$ cat src/rtl/mux_arbiter2_pkg.sv
// Shared types and constants for the two-requester round-robin mux arbiter.
package mux_arbiter2_pkg;

    typedef enum logic [1:0] {
        IDLE = 2'd0,
        OWN0 = 2'd1,
        OWN1 = 2'd2
    } state_e;

    localparam logic REQ0 = 1'b0;
    localparam logic REQ1 = 1'b1;

    // Burst counter width; an unlimited burst still keeps a 1-bit free-running counter.
    function automatic int unsigned cnt_width(input int unsigned max_burst);
        return (max_burst == 0) ? 1 : $clog2(max_burst + 1);
    endfunction

endpackage

$ cat src/rtl/mux_arbiter2_pick.sv
// Next-owner decision: tie-break on ptr from IDLE, hand over on burst limit or request drop.
module mux_arbiter2_pick
    import mux_arbiter2_pkg::*;
(
    input  logic   req0,
    input  logic   req1,
    input  logic   ptr,
    input  state_e state,
    input  logic   limit_hit,
    output state_e next_state,
    output logic   take_other
);

    always_comb begin
        next_state = state;
        take_other = 1'b0;
        unique case (state)
            IDLE: begin
                if (req0 && req1) begin
                    next_state = (ptr == REQ1) ? OWN1 : OWN0;
                end else if (req0) begin
                    next_state = OWN0;
                end else if (req1) begin
                    next_state = OWN1;
                end
            end
            OWN0: begin
                if (req0) begin
                    if (limit_hit && req1) begin
                        next_state = OWN1;
                        take_other = 1'b1;
                    end
                end else if (req1) begin
                    next_state = OWN1;
                    take_other = 1'b1;
                end else begin
                    next_state = IDLE;
                end
            end
            OWN1: begin
                if (req1) begin
                    if (limit_hit && req0) begin
                        next_state = OWN0;
                        take_other = 1'b1;
                    end
                end else if (req0) begin
                    next_state = OWN0;
                    take_other = 1'b1;
                end else begin
                    next_state = IDLE;
                end
            end
            default: next_state = IDLE;
        endcase
    end

endmodule

$ cat src/rtl/mux_arbiter2.sv
// Round-robin arbiter owning a shared 2:1 datapath mux, with a registered output stage.
module mux_arbiter2
    import mux_arbiter2_pkg::*;
#(
    parameter int unsigned WIDTH     = 8,
    parameter int unsigned MAX_BURST = 4
) (
    input  logic             clk,
    input  logic             rst,
    input  logic             req0,
    input  logic             req1,
    input  logic [WIDTH-1:0] din0,
    input  logic [WIDTH-1:0] din1,
    output logic             gnt0,
    output logic             gnt1,
    output logic             sel,
    output logic [WIDTH-1:0] dout,
    output logic             dout_valid,
    output logic             src
);

    localparam int unsigned CntW = cnt_width(MAX_BURST);

    state_e            state_q, state_d;
    logic              ptr_q, ptr_d;
    logic [CntW-1:0]   cnt_q, cnt_d;
    logic [WIDTH-1:0]  dout_q;
    logic              dout_valid_q;
    logic              src_q;

    logic              xfer;
    logic              burst_end;
    logic              limit_hit;
    logic              take_other;
    logic              enter;
    logic [WIDTH-1:0]  mux_out;

    assign xfer      = ((state_q == OWN0) && req0) || ((state_q == OWN1) && req1);
    assign burst_end = (MAX_BURST != 0) && ((32'(cnt_q) + 32'd1) == MAX_BURST);
    assign limit_hit = xfer && burst_end;
    assign mux_out   = sel ? din1 : din0;

    mux_arbiter2_pick u_pick (
        .req0       (req0),
        .req1       (req1),
        .ptr        (ptr_q),
        .state      (state_q),
        .limit_hit  (limit_hit),
        .next_state (state_d),
        .take_other (take_other)
    );

    // Any move into an OWN state, whether from IDLE or a direct handover.
    assign enter = take_other || ((state_q == IDLE) && (state_d != IDLE));

    always_comb begin
        ptr_d = ptr_q;
        cnt_d = cnt_q;
        if (enter) begin
            ptr_d = (state_d == OWN0) ? REQ1 : REQ0;
            cnt_d = '0;
        end else if (limit_hit) begin
            cnt_d = '0;
        end else if (xfer) begin
            cnt_d = cnt_q + CntW'(1);
        end
    end

    always_ff @(posedge clk or posedge rst) begin
        if (rst) begin
            state_q <= IDLE;
            ptr_q   <= REQ0;
            cnt_q   <= '0;
        end else begin
            state_q <= state_d;
            ptr_q   <= ptr_d;
            cnt_q   <= cnt_d;
        end
    end

    always_ff @(posedge clk or posedge rst) begin
        if (rst) begin
            dout_q       <= '0;
            dout_valid_q <= 1'b0;
            src_q        <= REQ0;
        end else begin
            dout_valid_q <= xfer;
            if (xfer) begin
                dout_q <= mux_out;
                src_q  <= sel;
            end
        end
    end

    always_comb begin
        gnt0       = (state_q == OWN0);
        gnt1       = (state_q == OWN1);
        sel        = (state_q == OWN1);
        dout       = dout_q;
        dout_valid = dout_valid_q;
        src        = src_q;
    end

    a_gnt_exclusive: assert property (@(posedge clk) disable iff (rst) !(gnt0 && gnt1))
        else $error("gnt0 and gnt1 asserted together");

endmodule

$ cat config.mk
export PLATFORM = sky130hd
export DESIGN_NAME = mux_arbiter2
export DESIGN_NICKNAME = d
export VERILOG_FILES = /design/src/rtl/mux_arbiter2_pkg.sv /design/src/rtl/mux_arbiter2_pick.sv /design/src/rtl/mux_arbiter2.sv
export SDC_FILE = /design/constraint.sdc
export NUM_CORES = 1
export LEC_CHECK = 0
export ABC_AREA = 1
export CAP_MARGIN = 20
export CORE_AREA = 2 2 52 54
export CTS_CLUSTER_DIAMETER = 50
export DETAILED_ROUTE_END_ITERATION = 8
export DIE_AREA = 0 0 54 56
export PLACE_DENSITY_LB_ADDON = 0.12
export SLEW_MARGIN = 20
export SYNTH_ARGS = -nofsm -noshare
export SYNTH_HDL_FRONTEND = slang
export SYNTH_SLANG_ARGS = --single-unit
$ cat constraint.sdc
create_clock -name clk -period 1.87 [get_ports clk]
set_clock_uncertainty 0.2 [all_clocks]
set_input_delay 0.561 -clock clk [delete_from_list [all_inputs] [get_ports clk]]
set_output_delay 0.561 -clock clk [all_outputs]
set_load 0.01 [all_outputs]
* After elaboration in Yosys (flattened, before gate mapping)
Cells that the tools add are included.
Storage, ports and cells: flip-flop bits (word level) 16, word-level logic and storage cells 47, output and inout bits 13
Cells by class: reduce and logical (&&, ||, !) cells 12, equal/unequal tests 4, mux-type cells 23, add/sub/neg operators 2
Operator list (count):
- 2-to-1 mux 2 bit | 9
- 2-to-1 mux 3 bit | 3
- 2-to-1 mux 1 bit | 8
- 2-to-1 mux 8 bit | 1
- logical AND 1 bit | 7
- one-hot mux 2 bit (3 select lines) | 1
- adder 3 x 1 -> 4 bit (second input constant) | 1
- equality test 2 x 1 -> 1 bit (second input constant) | 2
- equality test 4 x 3 -> 1 bit (second input constant) | 1
- adder 3 x 1 -> 3 bit (second input constant) | 1
- nonzero test 3 bit | 1
- equality test 2 bit (second input constant) | 1
- logical NOT 2 bit | 1
- logical OR 1 bit | 2
- one-hot mux 1 bit (2 select lines) | 1
- nonzero test 2 bit | 1

* Depth between registers and ports, before layout
word-level depth 12, depth in mapped cells 14, gate-level depth less buffers 14

* By module
Synthesis repeated with hierarchy kept, for this count alone.
Unflattened totals: cells, all modules 138, area total of the unflattened synthesis 989.7 µm²
By module, submodules not included:
- mux_arbiter2 | cells each 101, seq. area each 400.4 µm², area an instance 784.5 µm², instances 1
- mux_arbiter2_pick | cells each 37, seq. area each 0.0 µm², area an instance 205.2 µm², instances 1

* Worst setup path before layout
Ideal clock, no wire load.
path kind flip-flop to flip-flop, start point register state_q[0], end point register ptr_q, clock period less this slack 1832 ps, cell stages (with the launch flop) 13, buffers on the path 1, path slack 38 ps, library setup time 121 ps, data required time 1549 ps, arrival time 1511 ps, path through dfrtp_1 > inv_1 > ha_1 > buf_2 > inv_2 > nor2_1 > nand2_1 > nand2_1 > nand2_1 > nand2_1 > nand2_2 > nand3_1 > nand2_1
On the way: cells in the longest elaborated chain, start to end 11, elaborated cells on any way between the ends 27
RTL lines:
- start: declaration | RTL line mux_arbiter2.sv:24 | state_e state_q, state_d;
- start signal: assignment | RTL line mux_arbiter2.sv:75 | state_q <= state_d;
- equality test 2 bit *
- named net gnt1 | RTL line mux_arbiter2.sv:15 | output logic gnt1,
- logical AND 1 bit | RTL line mux_arbiter2.sv:38 | assign xfer = ((state_q == OWN0) && req0) || ((state_q == OWN1) && req1);
- logical OR 1 bit | RTL line mux_arbiter2.sv:38
- logical AND 1 bit | RTL line mux_arbiter2.sv:40 | assign limit_hit = xfer && burst_end;
- logical AND 1 bit (on tied branches) | RTL line mux_arbiter2_pick.sv:42, mux_arbiter2_pick.sv:29
- 2-to-1 mux 2 bit (on tied branches) | RTL line mux_arbiter2_pick.sv:42, mux_arbiter2_pick.sv:29
- 2-to-1 mux 2 bit (on tied branches) | RTL line mux_arbiter2_pick.sv:41, mux_arbiter2_pick.sv:28
- one-hot mux 2 bit (3 select lines) | RTL line mux_arbiter2_pick.sv:17 | unique case (state)
- nonzero test 2 bit | RTL line mux_arbiter2.sv:54 | assign enter = take_other || ((state_q == IDLE) && (state_d != IDLE));
- logical AND 1 bit | RTL line mux_arbiter2.sv:54
- logical OR 1 bit | RTL line mux_arbiter2.sv:54
- end signal: assignment | RTL line mux_arbiter2.sv:76 | ptr_q <= ptr_d;
- end: declaration | RTL line mux_arbiter2.sv:25 | logic ptr_q, ptr_d;
The timed path passes the listed nets; every way through them passes the cells marked *. A chain may end at the register's enable or synchronous reset.

* Worst setup path after layout
start point register state_q[0], end point register cnt_q[0]
On the way: cells in the longest elaborated chain, start to end 12, elaborated cells on any way between the ends 28
RTL lines:
- equality test 2 x 1 -> 1 bit or equality test 2 bit (tied branches) | RTL line mux_arbiter2_pick.sv:17, mux_arbiter2.sv:38
- logical AND 1 bit | RTL line mux_arbiter2.sv:38
- logical OR 1 bit | RTL line mux_arbiter2.sv:38
- logical AND 1 bit | RTL line mux_arbiter2.sv:40
- logical AND 1 bit (on tied branches) | RTL line mux_arbiter2_pick.sv:42, mux_arbiter2_pick.sv:29
- 2-to-1 mux 2 bit (on tied branches) | RTL line mux_arbiter2_pick.sv:42, mux_arbiter2_pick.sv:29
- 2-to-1 mux 2 bit (on tied branches) | RTL line mux_arbiter2_pick.sv:41, mux_arbiter2_pick.sv:28
- one-hot mux 2 bit (3 select lines) | RTL line mux_arbiter2_pick.sv:17
- nonzero test 2 bit | RTL line mux_arbiter2.sv:54
- logical AND 1 bit | RTL line mux_arbiter2.sv:54
- logical OR 1 bit | RTL line mux_arbiter2.sv:54
- nonzero test 3 bit (no line) or 2-to-1 mux 3 bit (tied branches)
- end signal: assignment | RTL line mux_arbiter2.sv:77 | cnt_q <= cnt_d;
- end: declaration | RTL line mux_arbiter2.sv:26 | logic [CntW-1:0] cnt_q, cnt_d;
Parallel ways exist; a longest one is shown, timed or not.

==> results.txt <==
After layout, the worst setup slack is -0.0333 ns. Among all stages on the critical path, the largest delay is contributed by dfrtp_1. The initial antenna violation count is 0. The wire length per cell after detailed routing came out at 11.5 um. The register-to-register setup slack came out at -0.03 ns.

Synthesis produced a netlist whose cell count is 126. The fraction of the core area covered by cells at the end of the flow came out at 62.8%. Entering global routing, the biggest net connects 17 pins. The critical path data required time came out at 1.85 ns. The clock group share of total power came out at 10.1%. The number of core rows is 18.

The switching share of power came out at 41.5%. For this design the ratio of total power to cell area is 1420 nW/um2. The distinct cell type count after synthesis came out at 16.

Setup repair after global routing could not meet its margin everywhere. The number of hold-slack violations in the final timing report came out at 0. The worst-path maximum fanout came out at 3.

The first-iteration detailed-routing DRC count came out at 8. For the worst-skew pair, the clock arrives at the later sink with an insertion delay of 0.28 ns. The count of hold buffers inserted by post-cts repair came out at 0. The post-synth design cell area came out at 923 um2. The number of nets produced by synthesis came out at 151. The flow ran to the end, but the final reports show violations.

The number of antenna repair diodes is 0. The global-route wire length before repair came out at 3880 um. The number of failing setup endpoints in the final timing report came out at 6.

Summed over all nets, the switching power comes to 0.901 mW. The total of max-cap violations is 0. The final reports fail on negative setup slack.

The number of placed I/O pins is 33. The routability-driven placement congestion ratio is 0.804. The vertical die dimension is 56 um. Headroom to the max-slew limit came out at 80.1%.

The detailed-route via count came out at 988. The internal power of the cells came out at 1.27 mW. The CTS tree is built. The standby leakage power is 0.751 nW.

The HPWL reported at the end of detailed placement came out at 1750 um. STA classifies the critical path endpoint as a flip-flop. The die area is 3020 um2.

The top achievable clock speed came out at 525 MHz. Buffers placed on the I/O ports in this run total 32. Dividing the final minimum period by the clock period gives 102%.

The antenna violation net count after detailed routing came out at 0. STA classifies the critical path startpoint as a flip-flop. The share of total power dissipated in combinational logic is 62.8%. The per-instance average area after synthesis came out at 7.33 um2. The overall fraction of global-route tracks in use came out at 17.2%. From synthesis to final layout, the design area changed by 65.4%. The actual transition at the worst max-transition pin came out at 0.297 ns. CTS built an H-tree with a depth of 1. The sequential cell area fraction in the yosys report is 43.4%. The area of the core came out at 2430 um2.

Traced cell by cell, the critical path runs through inv_2 > ha_4 > buf_6 > buf_4 > nand2_1 > nand2_1 > nand2_1 > a31oi_1 > inv_1 > nand2_4 > nor2_2. The max-slew violation total from the final report is 0. The post-layout net count is 204. In the routed layout, each cell is associated on average with a via count of 4.75. The design draws 2.17 mW.

The first detailed-routing pass took 4 iterations. The total congestion overflow is 0. The number of register bits inferred by synthesis came out at 16. The total length of routed wires is 2390 um. The critical path's largest stage delay came out at 0.44 ns. The finished cells cover 1530 um2. The warning count from the yosys run is 0.

The maximum vdd drop came out at 859 uV. The shortest clock period the worst path allows after layout came out at 1.90 ns. The initial core utilization came out at 38.0%. Cells with a size suffix above 1 make up 29.2% of the layout. The number of global-route vias before repair is 956. The accumulated negative setup slack came out at -0.152 ns. The sequential share of power is 27.1%.

In this run, placement finished with an instance count of 198. In the routed design, unresolved DRC markers number 0. The number of standard cells in the layout, taps in and fillers out came out at 208. The die width came out at 54 um. The tree is rooted in a clkbuf_4.

The critical path class is reg2reg. The number of buffers created by CTS came out at 3. In this run the cell area measured after placement is 1360 um2.

Data arrives at the worst endpoint at 1.88 ns. Clock-pin slew was measured on the worst setup and hold paths at 0.09 ns. The tightest min-delay check is of the reg2reg type.

By instance count, the cell type seen most on the critical path is nand2_1. The number of clock sinks seen by CTS is 16. The maximum clock path buffer count is 2.
==> critical path: cells and delay by family (launching register included) <==
| kind | cells | cell delay, ns |
|---|---|---|
| buffers and inverters | 4 | 0.47 |
| AO/OA/AOI/OAI | 1 | 0.26 |
| AND/OR/NAND/NOR | 5 | 0.30 |
| flip-flops | 1 | 0.44 |
| adder cells (fa/ha/maj) | 1 | 0.13 |
==> kinds of logic after synthesis <==
family,synth area share (%)
adders and majority gates,6.78
AOI/OAI and AO/OA,10.7
buffers and inverters,9.35
and+or+nand+nor,29.8
DFF,43.4
==> state kept, by name, indices dropped and copies added, names as in the netlist <==
signal      flops
cnt_q           3
dout            8
dout_valid      1
ptr_q           1
src             1
state_q         2
==> area by class of cell <==
class                           instances  area [um2]
Clock buffer                            4        36.3
Fill cell                             241         905
Inverter                               15        56.3
Multi-Input combinational cell         90         538
Sequential cell                        16         400
Tap cell                               30        37.5
Timing Repair Buffer                   53         459
==> synth_stat cells <==
library cell | instances | area [um2]
nor2_1 | 20 | 75.1
buf_2 | 3 | 15.0
a31oi_1 | 9 | 56.3
buf_4 | 2 | 15.0
nor3_1 | 1 | 5.00
nand2_2 | 5 | 31.3
dfrtp_1 | 16 | 400
o211ai_1 | 1 | 7.51
o21ai_0 | 4 | 20.0
inv_2 | 1 | 3.75
ha_1 | 5 | 62.6
nand2_1 | 37 | 139
clkinv_1 | 1 | 3.75
a21oi_1 | 3 | 15.0
nand3_1 | 5 | 25.0
inv_1 | 13 | 48.8
==> power groups by stage <==
| stage | clock (mW) | combinational (mW) | sequential (mW) |
|---|---|---|---|
| after floorplan | 0 | 0.580 | 0.639 |
| after global placement | 0 | 1.17 | 0.583 |
| after detailed placement | 0 | 1.20 | 0.591 |
| after CTS | 0.229 | 1.27 | 0.588 |
| after global routing | 0.246 | 1.51 | 0.609 |
| final | 0.220 | 1.36 | 0.587 |
==> layer usage <==
metal | up-vias | wire, um | GRT usage (%) | part of all wire (%)
li1 | 501 | - | - | -
met1 | 464 | 997 | 18.6 | 42
met2 | 19 | 1260 | 31.5 | 53
met3 | 4 | 95 | 3.23 | 4.0
met4 | 0 | 31 | 6.43 | 1.3
met5 | - | 0 | 0 | 0
==> final timing paths <==
kind / start / depth (start not counted) / endpoint
worst max register to register: state_q[0] / 11 / cnt_q[0]
worst max-delay path: state_q[0] / 11 / cnt_q[0]
max in group asynchronous: rst / 3 / ptr_q
worst min-delay path: src / 2 / src
min in group asynchronous: rst / 3 / dout_valid
worst min register to register: src / 2 / src
==> cells in the final DEF (no fill, tap or decap) <==
| cell | Yosys | final |
|---|---|---|
| nor3_1 | 1 | 1 |
| ha_4 | 0 | 3 |
| nor2_2 | 0 | 5 |
| o21ai_1 | 0 | 2 |
| nand2_1 | 37 | 34 |
| a21oi_2 | 0 | 1 |
| clkbuf_8 | 0 | 1 |
| clkbuf_4 | 0 | 3 |
| nor2_1 | 20 | 15 |
| nand2_4 | 0 | 5 |
| ha_1 | 5 | 2 |
| a21oi_1 | 3 | 2 |
| o21ai_0 | 4 | 2 |
| clkdlybuf4s50_1 | 0 | 17 |
| nand3_1 | 5 | 2 |
| buf_4 | 2 | 18 |
| nand3_2 | 0 | 3 |
| inv_1 | 13 | 10 |
| o211ai_1 | 1 | 1 |
| inv_2 | 1 | 4 |
| a31oi_1 | 9 | 9 |
| buf_6 | 0 | 3 |
| nand2_2 | 5 | 3 |
| buf_2 | 3 | 3 |
| clkinv_1 | 1 | 1 |
| dlygate4sd2_1 | 0 | 12 |
| dfrtp_1 | 16 | 16 |
==> per-stage QoR <==
stage	hold WS, ns	setup slack, ns
2_1_floorplan	0.275	0.0381
3_3_place_gp	0.267	-0.340
3_5_place_dp	0.305	-0.365
4_1_cts	0.320	-0.0282
5_1_grt	0.373	-0.112
6_report	0.314	-0.0333
==> what timing repair did <==
action,4_1_cts,5_1_grt
buffers inserted,6,0
pin swaps,8,7
setup endpoints to repair,19,9
hold endpoints to repair,0,0
resized for setup,44,11
Note: power is estimated with default switching activity, not from simulation.
